<file path="config.mk">
export PLATFORM = sky130hd
export DESIGN_NAME = fft16_seq_ctrl
export DESIGN_NICKNAME = d
export VERILOG_FILES = /design/src/rtl/fft16_pkg.sv /design/src/rtl/fft16_seq_ctrl_butterfly.sv /design/src/rtl/fft16_seq_ctrl.sv
export SDC_FILE = /design/constraint.sdc
export NUM_CORES = 2
export LEC_CHECK = 0
export ABC_AREA = 1
export CAP_MARGIN = 15
export CORE_MARGIN = 1.5
export CORE_UTILIZATION = 30
export CTS_BUF_LIST = sky130_fd_sc_hd__clkbuf_8
export CTS_CLUSTER_DIAMETER = 50
export DETAILED_ROUTE_END_ITERATION = 7
export GPL_TIMING_DRIVEN = 0
export MAX_ROUTING_LAYER = met4
export PLACE_DENSITY = 0.56
export SKIP_LAST_GASP = 1
export SLEW_MARGIN = 15
export SYNTH_ARGS = -nofsm -noshare
export SYNTH_HDL_FRONTEND = slang
export SYNTH_SLANG_ARGS = --single-unit
</file>
<file path="constraint.sdc">
create_clock -name clk -period 23.5 [get_ports clk]
set_input_delay 2.35 -clock clk [delete_from_list [all_inputs] [get_ports clk]]
set_output_delay 2.35 -clock clk [all_outputs]
set_load 0.05 [all_outputs]
</file>
<file path="src/rtl/fft16_pkg.sv">
// ---------------------------------------------------------------------------
// fft16_pkg
// Shared definitions for the 16-point radix-2 DIF FFT sequencer:
//   state_t        : sequencer states IDLE / LOAD / CALC / OUT
//   N, LOG2N       : transform size and address width
//   W_REAL, W_IMAG : twiddle factors W^k = cos(2*pi*k/16) - j*sin(2*pi*k/16),
//                    k = 0..7, as signed Q16 values in 32 bits
//   bitrev4()      : 4-bit bit reversal, maps a frequency bin to its
//                    memory slot after the in-place DIF passes
// ---------------------------------------------------------------------------
package fft16_pkg;

  typedef enum logic [1:0] {
    IDLE,
    LOAD,
    CALC,
    OUT
  } state_t;

  localparam int N     = 16;
  localparam int LOG2N = 4;

  // Q16 cosines, rounded to nearest: 65536, 60547, 46341, 25080, 0, ...
  localparam logic signed [31:0] W_REAL [0:7] = '{
    32'sh0001_0000, 32'sh0000_EC83, 32'sh0000_B505, 32'sh0000_61F8,
    32'sh0000_0000, 32'shFFFF_9E08, 32'shFFFF_4AFB, 32'shFFFF_137D
  };

  // Q16 negated sines: 0, -25080, -46341, -60547, -65536, ...
  localparam logic signed [31:0] W_IMAG [0:7] = '{
    32'sh0000_0000, 32'shFFFF_9E08, 32'shFFFF_4AFB, 32'shFFFF_137D,
    32'shFFFF_0000, 32'shFFFF_137D, 32'shFFFF_4AFB, 32'shFFFF_9E08
  };

  function automatic logic [3:0] bitrev4(input logic [3:0] v);
    return {v[0], v[1], v[2], v[3]};
  endfunction

endpackage

</file>
<file path="src/rtl/fft16_seq_ctrl_butterfly.sv">
// ---------------------------------------------------------------------------
// butterfly_base_16bits
// Combinational radix-2 DIF butterfly on 16-bit signed complex data.
//   x_real/x_imag, y_real/y_imag : input pair (signed 16-bit)
//   w_real/w_imag                : twiddle factor, signed Q16 in 32 bits
//   a_real/a_imag                : upper 16 bits of (X + Y) * 2^16
//   b_real/b_imag                : upper 16 bits of (X - Y) * W
// All arithmetic wraps at 32 bits; there is no saturation.
// Build option: FFT16_ROUND_EN adds 0x0000_8000 to each 32-bit result before
// the upper half is taken (round half up); otherwise results are truncated.
// ---------------------------------------------------------------------------
module butterfly_base_16bits (
  input  logic signed [15:0] x_real,
  input  logic signed [15:0] x_imag,
  input  logic signed [15:0] y_real,
  input  logic signed [15:0] y_imag,
  input  logic signed [31:0] w_real,
  input  logic signed [31:0] w_imag,
  output logic signed [15:0] a_real,
  output logic signed [15:0] a_imag,
  output logic signed [15:0] b_real,
  output logic signed [15:0] b_imag
);

`ifdef FFT16_ROUND_EN
  localparam logic [31:0] RND = 32'h0000_8000;
`else
  localparam logic [31:0] RND = 32'h0000_0000;
`endif

  logic signed [16:0] dif_r;
  logic signed [16:0] dif_i;
  logic signed [31:0] prod_r;
  logic signed [31:0] prod_i;
  logic        [31:0] b_r32;
  logic        [31:0] b_i32;

  // The sum path is (X+Y) placed in the upper half with a zero lower half, so
  // adding the rounding constant can never carry into bits [31:16]; the upper
  // half is simply the wrapped 16-bit sum in both build variants.
  // The difference path keeps 17 bits so the complex multiply sees the exact
  // difference; only the low 32 bits of each product matter, so the products
  // are formed directly at 32 bits.
  always_comb begin
    a_real = x_real + y_real;
    a_imag = x_imag + y_imag;
    dif_r  = 17'(x_real) - 17'(y_real);
    dif_i  = 17'(x_imag) - 17'(y_imag);
    prod_r = 32'(dif_r) * w_real - 32'(dif_i) * w_imag;
    prod_i = 32'(dif_r) * w_imag + 32'(dif_i) * w_real;
    b_r32  = prod_r + RND;
    b_i32  = prod_i + RND;
    b_real = 16'(b_r32 >> 16);
    b_imag = 16'(b_i32 >> 16);
  end

endmodule

</file>
<file path="src/rtl/fft16_seq_ctrl.sv">
// ---------------------------------------------------------------------------
// fft16_seq_ctrl
// Sequencer for a 16-point radix-2 DIF FFT built on one shared
// butterfly_base_16bits. Loads 16 complex samples, runs 4 stages x 8
// butterflies in place (one per cycle), then streams 16 results out.
// Ports:
//   clk, rst_n            : clock (rising edge), async active-low reset
//   din_valid/din_ready   : input handshake; din_real/din_imag signed samples
//   dout_valid/dout_ready : output handshake; dout_real/dout_imag results
//   dout_idx              : frequency bin of the result on dout_*
//   done                  : one-cycle pulse when bin 15 is accepted
// Parameters:
//   DATA_W     : sample width, only 16 is supported
//   BITREV_OUT : 0 natural bin order, 1 raw memory (bit-reversed) order
// Build option: FFT16_ROUND_EN enables rounding inside the butterfly.
// ---------------------------------------------------------------------------
module fft16_seq_ctrl
  import fft16_pkg::*;
#(
  parameter int DATA_W     = 16,
  parameter bit BITREV_OUT = 1'b0
) (
  input  logic                     clk,
  input  logic                     rst_n,
  input  logic                     din_valid,
  output logic                     din_ready,
  input  logic signed [DATA_W-1:0] din_real,
  input  logic signed [DATA_W-1:0] din_imag,
  output logic                     dout_valid,
  input  logic                     dout_ready,
  output logic signed [DATA_W-1:0] dout_real,
  output logic signed [DATA_W-1:0] dout_imag,
  output logic [3:0]               dout_idx,
  output logic                     done
);

  state_t state;
  state_t state_next;

  logic [LOG2N-1:0] in_cnt;
  logic [LOG2N-1:0] out_idx;
  logic [LOG2N:0]   calc_cnt;

  logic signed [DATA_W-1:0] mem_real [0:N-1];
  logic signed [DATA_W-1:0] mem_imag [0:N-1];

  logic             in_fire;
  logic             out_fire;
  logic [1:0]       stage;
  logic [2:0]       bfly;
  logic [LOG2N-1:0] top_addr;
  logic [LOG2N-1:0] bot_addr;
  logic [2:0]       tw_idx;
  logic [LOG2N-1:0] out_addr;

  logic signed [DATA_W-1:0] a_real;
  logic signed [DATA_W-1:0] a_imag;
  logic signed [DATA_W-1:0] b_real;
  logic signed [DATA_W-1:0] b_imag;

  // State register; an asserted reset abandons whatever frame is in flight.
  always_ff @(posedge clk or negedge rst_n) begin
    if (!rst_n) begin
      state <= IDLE;
    end else begin
      state <= state_next;
    end
  end

  // Next-state and handshake decode. Sample 0 is taken in IDLE on the same
  // edge that moves to LOAD, so LOAD leaves after the 16th accepted sample.
  // done is the acceptance of bin 15, which is also the exit from OUT.
  always_comb begin
    state_next = state;
    din_ready  = 1'b0;
    dout_valid = 1'b0;
    case (state)
      IDLE: begin
        din_ready = 1'b1;
        if (din_valid) state_next = LOAD;
      end
      LOAD: begin
        din_ready = 1'b1;
        if (din_valid && in_cnt == 4'd15) state_next = CALC;
      end
      CALC: begin
        if (calc_cnt == 5'd31) state_next = OUT;
      end
      OUT: begin
        dout_valid = 1'b1;
        if (dout_ready && out_idx == 4'd15) state_next = IDLE;
      end
      default: state_next = IDLE;
    endcase
    in_fire  = din_valid & din_ready;
    out_fire = dout_valid & dout_ready;
    done     = out_fire && (out_idx == 4'd15);
  end

  // Butterfly addressing. calc_cnt is {stage, butterfly}; the group base is
  // (k >> (3-s)) * 2 * span and the offset k & (span-1), which for each stage
  // reduces to inserting a zero at the span bit position of k. The twiddle
  // index is the offset scaled by 2^s.
  always_comb begin
    stage    = calc_cnt[4:3];
    bfly     = calc_cnt[2:0];
    top_addr = '0;
    tw_idx   = '0;
    case (stage)
      2'd0: begin
        top_addr = {1'b0, bfly};
        tw_idx   = bfly;
      end
      2'd1: begin
        top_addr = {bfly[2], 1'b0, bfly[1:0]};
        tw_idx   = {bfly[1:0], 1'b0};
      end
      2'd2: begin
        top_addr = {bfly[2:1], 1'b0, bfly[0]};
        tw_idx   = {bfly[0], 2'b00};
      end
      default: begin
        top_addr = {bfly, 1'b0};
        tw_idx   = 3'd0;
      end
    endcase
    bot_addr = top_addr | (4'd8 >> stage);
  end

  butterfly_base_16bits u_bfly (
    .x_real (mem_real[top_addr]),
    .x_imag (mem_imag[top_addr]),
    .y_real (mem_real[bot_addr]),
    .y_imag (mem_imag[bot_addr]),
    .w_real (W_REAL[tw_idx]),
    .w_imag (W_IMAG[tw_idx]),
    .a_real (a_real),
    .a_imag (a_imag),
    .b_real (b_real),
    .b_imag (b_imag)
  );

  // Sample, butterfly and output counters. Each wraps to zero exactly at the
  // end of its phase, so the next frame always starts from a clean count.
  always_ff @(posedge clk or negedge rst_n) begin
    if (!rst_n) begin
      in_cnt   <= '0;
      calc_cnt <= '0;
      out_idx  <= '0;
    end else begin
      if (in_fire)       in_cnt   <= in_cnt + 4'd1;
      if (state == CALC) calc_cnt <= calc_cnt + 5'd1;
      if (out_fire)      out_idx  <= out_idx + 4'd1;
    end
  end

  // Working buffer. Loading and butterfly write-back never overlap because
  // din_ready is low during CALC; each butterfly result lands on its own
  // top/bottom slots at the end of its cycle.
  always_ff @(posedge clk or negedge rst_n) begin
    if (!rst_n) begin
      for (int i = 0; i < N; i++) begin
        mem_real[i] <= '0;
        mem_imag[i] <= '0;
      end
    end else if (in_fire) begin
      mem_real[in_cnt] <= din_real;
      mem_imag[in_cnt] <= din_imag;
    end else if (state == CALC) begin
      mem_real[top_addr] <= a_real;
      mem_imag[top_addr] <= a_imag;
      mem_real[bot_addr] <= b_real;
      mem_imag[bot_addr] <= b_imag;
    end
  end

  // Output read. DIF leaves bins bit-reversed in memory, so natural order
  // reads slot bitrev4(idx). Data is forced to zero outside OUT.
  always_comb begin
    out_addr  = BITREV_OUT ? out_idx : bitrev4(out_idx);
    dout_idx  = out_idx;
    dout_real = dout_valid ? mem_real[out_addr] : '0;
    dout_imag = dout_valid ? mem_imag[out_addr] : '0;
  end

endmodule

</file>
==> run_results.csv <==
group,metric,value,unit
logic_synthesis,netlist_area,82500,sq um
global_routing,largest_net_degree_at_the_start_of_global_routing,80,
clock_tree,hold_buffers,0,
clock_tree,worstSkewPairLatency,1.13,ns
sta,timing_max_transition_violations_final,33,
worst_setup_path,crit_path_start_kind,"register",
worst_setup_path,timing_worst_setup_path_type,"reg2reg",
detailed_routing,detailedRoute.firstIterationViolations,18400,
worst_setup_path,critPathMostFrequentCell,"sky130_fd_sc_hd__inv_1",
sta,rsz0062_at_grt,"false",
logic_synthesis,syn-instance-count,10900,
sta,timing.final.hold_violations,0,
floorplanning,die_width,527,microns
detailed_routing,first_drt_pass_iteration_count,8,
outcome,failed_checks,"design-rule violations, max-capacitance violations, max-slew violations",
detailed_routing,drtAntennaViolNets,0,
logic_synthesis,fraction_of_synthesized_cell_area_taken_by_the_top_area_cell_type,29.0,%
sta,final_min_period_over_clock_period,71.4,%
sta,worst_pin_slew,1.53,ns
min_path,min_path_cells,2,
clock_tree,cts_made_buffers,163,
sta,hold-worst-slack,0.526,ns
min_path,holdPathEnd,"mem_real[110]",
clock_tree,cts.reportedPaths.clkPinSlew,0.06,ns
global_routing,grt_overflow_total,0,
worst_setup_path,r2r_setup_slack,6.73,ns
sta,period_needed,16.77,ns
logic_synthesis,synth_most_common_cell,"sky130_fd_sc_hd__inv_1",
min_path,worst_hold_startpoint,"mem_real[110]",
place,dp_cells,14800,
logic_synthesis,post_synth_most_frequent_cells,"sky130_fd_sc_hd__inv_1, sky130_fd_sc_hd__nand2_1, sky130_fd_sc_hd__fa_1, sky130_fd_sc_hd__a21oi_1, sky130_fd_sc_hd__nor2_1",
min_path,worstHoldPathType,"reg2reg",
sta,sum_of_negative_setup_slack,0,ns
global_routing,vias_in_the_first_global_route,94700,
logic_synthesis,dominant_cells_by_area_after_synthesis,"sky130_fd_sc_hd__fa_1, sky130_fd_sc_hd__dfrtp_1, sky130_fd_sc_hd__inv_1",
logic_synthesis,seq_area_frac_synth,16.0,%
global_routing,groute.layer.met1.usage,62.7,%
logic_synthesis,synth-edff-count,0,
finish,design.final.nets,13000,
logic_synthesis,synthesis.nets,12500,
place,detailedPlacementHpwl,660000,microns
sta,max-slew-margin-rel,-2.21,%
logic_synthesis,flop_and_latch_count_out_of_synthesis,527,
global_routing,global_route.usage.met3,36.2,%
worst_setup_path,regToRegEndpoint,"mem_imag[82]",
floorplanning,core_box_area,274000,sq um
clock_tree,setup_repair_bufs_after_cts,0,
finish,post_route_cells_drive_above_1_share,9.55,%
global_routing,antenna_found_initial,189,
clock_tree,ctsRootBufferMaster,"sky130_fd_sc_hd__clkbuf_8",
worst_setup_path,crit_path_top_delay_cell,"sky130_fd_sc_hd__clkbuf_1",
clock_tree,tritoncts,"built",
logic_synthesis,postSynth.asyncResetShare,100,%
finish,stdcell_count,15300,
global_routing,grt_first_pass_wirelength,1030000,microns
flow_run,max_cap_viol_count,5,
floorplanning,floorplan.initialDensity,30.1,%
place,buffer_ports.inserted,74,
detailed_routing,wl,816000,microns
detailed_routing,via_count,101000,
sta,final-setup-viol-count,0,
worst_setup_path,critical_path.max_fanout,10,
worst_setup_path,endpoint_kind,"register",
worst_setup_path,critical_path.reg2reg.startpoint,"calc_cnt[4]",
logic_synthesis,synth.yosys.warnings,0,
clock_tree,post_cts_resize_count,0,
logic_synthesis,postSynth.topFlopCell,"sky130_fd_sc_hd__dfrtp_1",
worst_setup_path,r2r.worst_path.cells,49,
finish,layout-area-overhead-vs-synth,18.0,%
logic_synthesis,ys_types,62,
floorplanning,die_area,278000,sq um
global_routing,grt.total_usage,59.4,%
place,final_replace_weighted_congestion,1.20,
worst_setup_path,crit_required,24.26,ns
sta,timing.clock.skew,0.196,ns
outcome,run_status,"complete, but fails checks",
floorplanning,floorplan.rows,192,
logic_synthesis,yosys.area.top_type,"sky130_fd_sc_hd__fa_1",
detailed_routing,drc,364,
floorplanning,dieHeight,527,microns
clock_tree,cts_buffer_depth,4,
detailed_routing,route.detailed.wl_per_inst,53.3,microns
global_routing,most_utilized_layer_in_the_global_route_result,"met2",
logic_synthesis,avgSynthCellArea,7.57,sq um
clock_tree,numClockSinks,527,
detailed_routing,vias_per_cell,6.60,
worst_setup_path,critical_path_arrival,17.54,ns
global_routing,gr-usage-met2,75.5,%
sta,max_clock_freq,59.6,MHz
clock_tree,clock_tree.htree_level_count,4,
floorplanning,num_io_pins,75,
worst_setup_path,critPathMaxStageDelay,1.17,ns
[layout make-up]
class | instances | area (sq um)
Tap cell | 3589 | 4490
Multi-Input combinational cell | 7731 | 59700
Fill cell | 29600 | 176000
Antenna cell | 272 | 681
Buffer | 727 | 3300
Clock inverter | 87 | 785
Timing Repair Buffer | 290 | 5300
Inverter | 1905 | 7150
Sequential cell | 527 | 13200
Clock buffer | 201 | 2770
[worst max-delay path by stage]
| stage | from | to | cells after the start |
|---|---|---|---|
| floorplan | calc_cnt[1] | mem_imag[169] | 51 |
| global placement | rst_n | mem_real[34] | 1 |
| detailed placement | calc_cnt[1] | mem_real[214] | 47 |
| CTS | calc_cnt[4] | mem_real[214] | 46 |
| global route | calc_cnt[1] | mem_real[236] | 50 |
| finish | calc_cnt[4] | mem_imag[82] | 49 |
[per-stage QoR]
step	area [sq um]	setup WS [ns]	utilization, %
after floorplan	82500	13.19	-
after global placement	87700	-10.51	32.1
after detailed placement	93000	7.68	34.0
after CTS	96500	7.68	35.3
after global routing	97200	6.64	35.5
final	97300	6.73	35.6
[registers in the layout, indices dropped and copies added (netlist names)]
name / count
calc_cnt: 5
dout_idx: 4
in_cnt: 4
mem_imag: 256
mem_real: 256
state: 2
[kinds of logic (layout without fill, tap and decap cells)]
group	Yosys count	in the layout	share of synthesized area (%)
AOI/OAI and AO/OA	2799	2799	20.1
xor gates and xnor gates	81	81	0.930
adders and majority gates	1578	1578	34.8
buffers and inverters	2632	3210	12.1
DFF	527	527	16.0
other	1	273	0.00455
and+or+nand+nor	3272	3272	16.0
[metal layers]
layer / up-vias / part of all wire [%] / routed length, microns
met5: - / 0 / 0
met4: 0 / 12 / 94100
met3: 3714 / 16 / 130000
met2: 10200 / 38 / 309000
met1: 50700 / 35 / 283000
li1: 36600 / - / -
[placed cells by master (no fill, tap or decap), types with 33 or more instances in the layout]
cell type                         Yosys  routed
sky130_fd_sc_hd__a21oi_1           1153    1152
sky130_fd_sc_hd__a221oi_1            40      36
sky130_fd_sc_hd__a22o_1              35      35
sky130_fd_sc_hd__a22oi_1            325     325
sky130_fd_sc_hd__a31oi_1             40      39
sky130_fd_sc_hd__buf_1               83      40
sky130_fd_sc_hd__buf_12               0      66
sky130_fd_sc_hd__buf_16               0      93
sky130_fd_sc_hd__buf_2               50      91
sky130_fd_sc_hd__clkbuf_1           579     270
sky130_fd_sc_hd__clkbuf_2             1     311
sky130_fd_sc_hd__clkbuf_8             0     202
sky130_fd_sc_hd__clkdlybuf4s50_1      0      73
sky130_fd_sc_hd__clkinv_2             0      33
sky130_fd_sc_hd__dfrtp_1            527     527
sky130_fd_sc_hd__diode_2              0     272
sky130_fd_sc_hd__fa_1              1194    1194
sky130_fd_sc_hd__ha_1               384     384
sky130_fd_sc_hd__inv_1             1839    1869
sky130_fd_sc_hd__inv_2               40      42
sky130_fd_sc_hd__nand2_1           1586    1583
sky130_fd_sc_hd__nand3_1            396     396
sky130_fd_sc_hd__nand4_1             44      44
sky130_fd_sc_hd__nor2_1            1123    1075
sky130_fd_sc_hd__nor2_2              13      49
sky130_fd_sc_hd__o211ai_1            62      62
sky130_fd_sc_hd__o21ai_0            585     564
sky130_fd_sc_hd__o21ai_1             43      59
sky130_fd_sc_hd__o221ai_1           183     180
sky130_fd_sc_hd__o22ai_1            253     253
sky130_fd_sc_hd__xor2_1              46      38
[worst max-delay path: cells and delay by family, from the launching register on]
| kind | cells | cell delay, ns |
|---|---|---|
| AO/OA/AOI/OAI | 7 | 2.81 |
| AND/OR/NAND/NOR | 14 | 3.04 |
| adder cells (fa/ha/maj) | 10 | 4.86 |
| flip-flops | 1 | 0.52 |
| buffers and inverters | 18 | 5.17 |
Power is left out: the tool's default activity adds up to more than one toggle a clock period on the data nets, which glitch-free logic cannot reach.
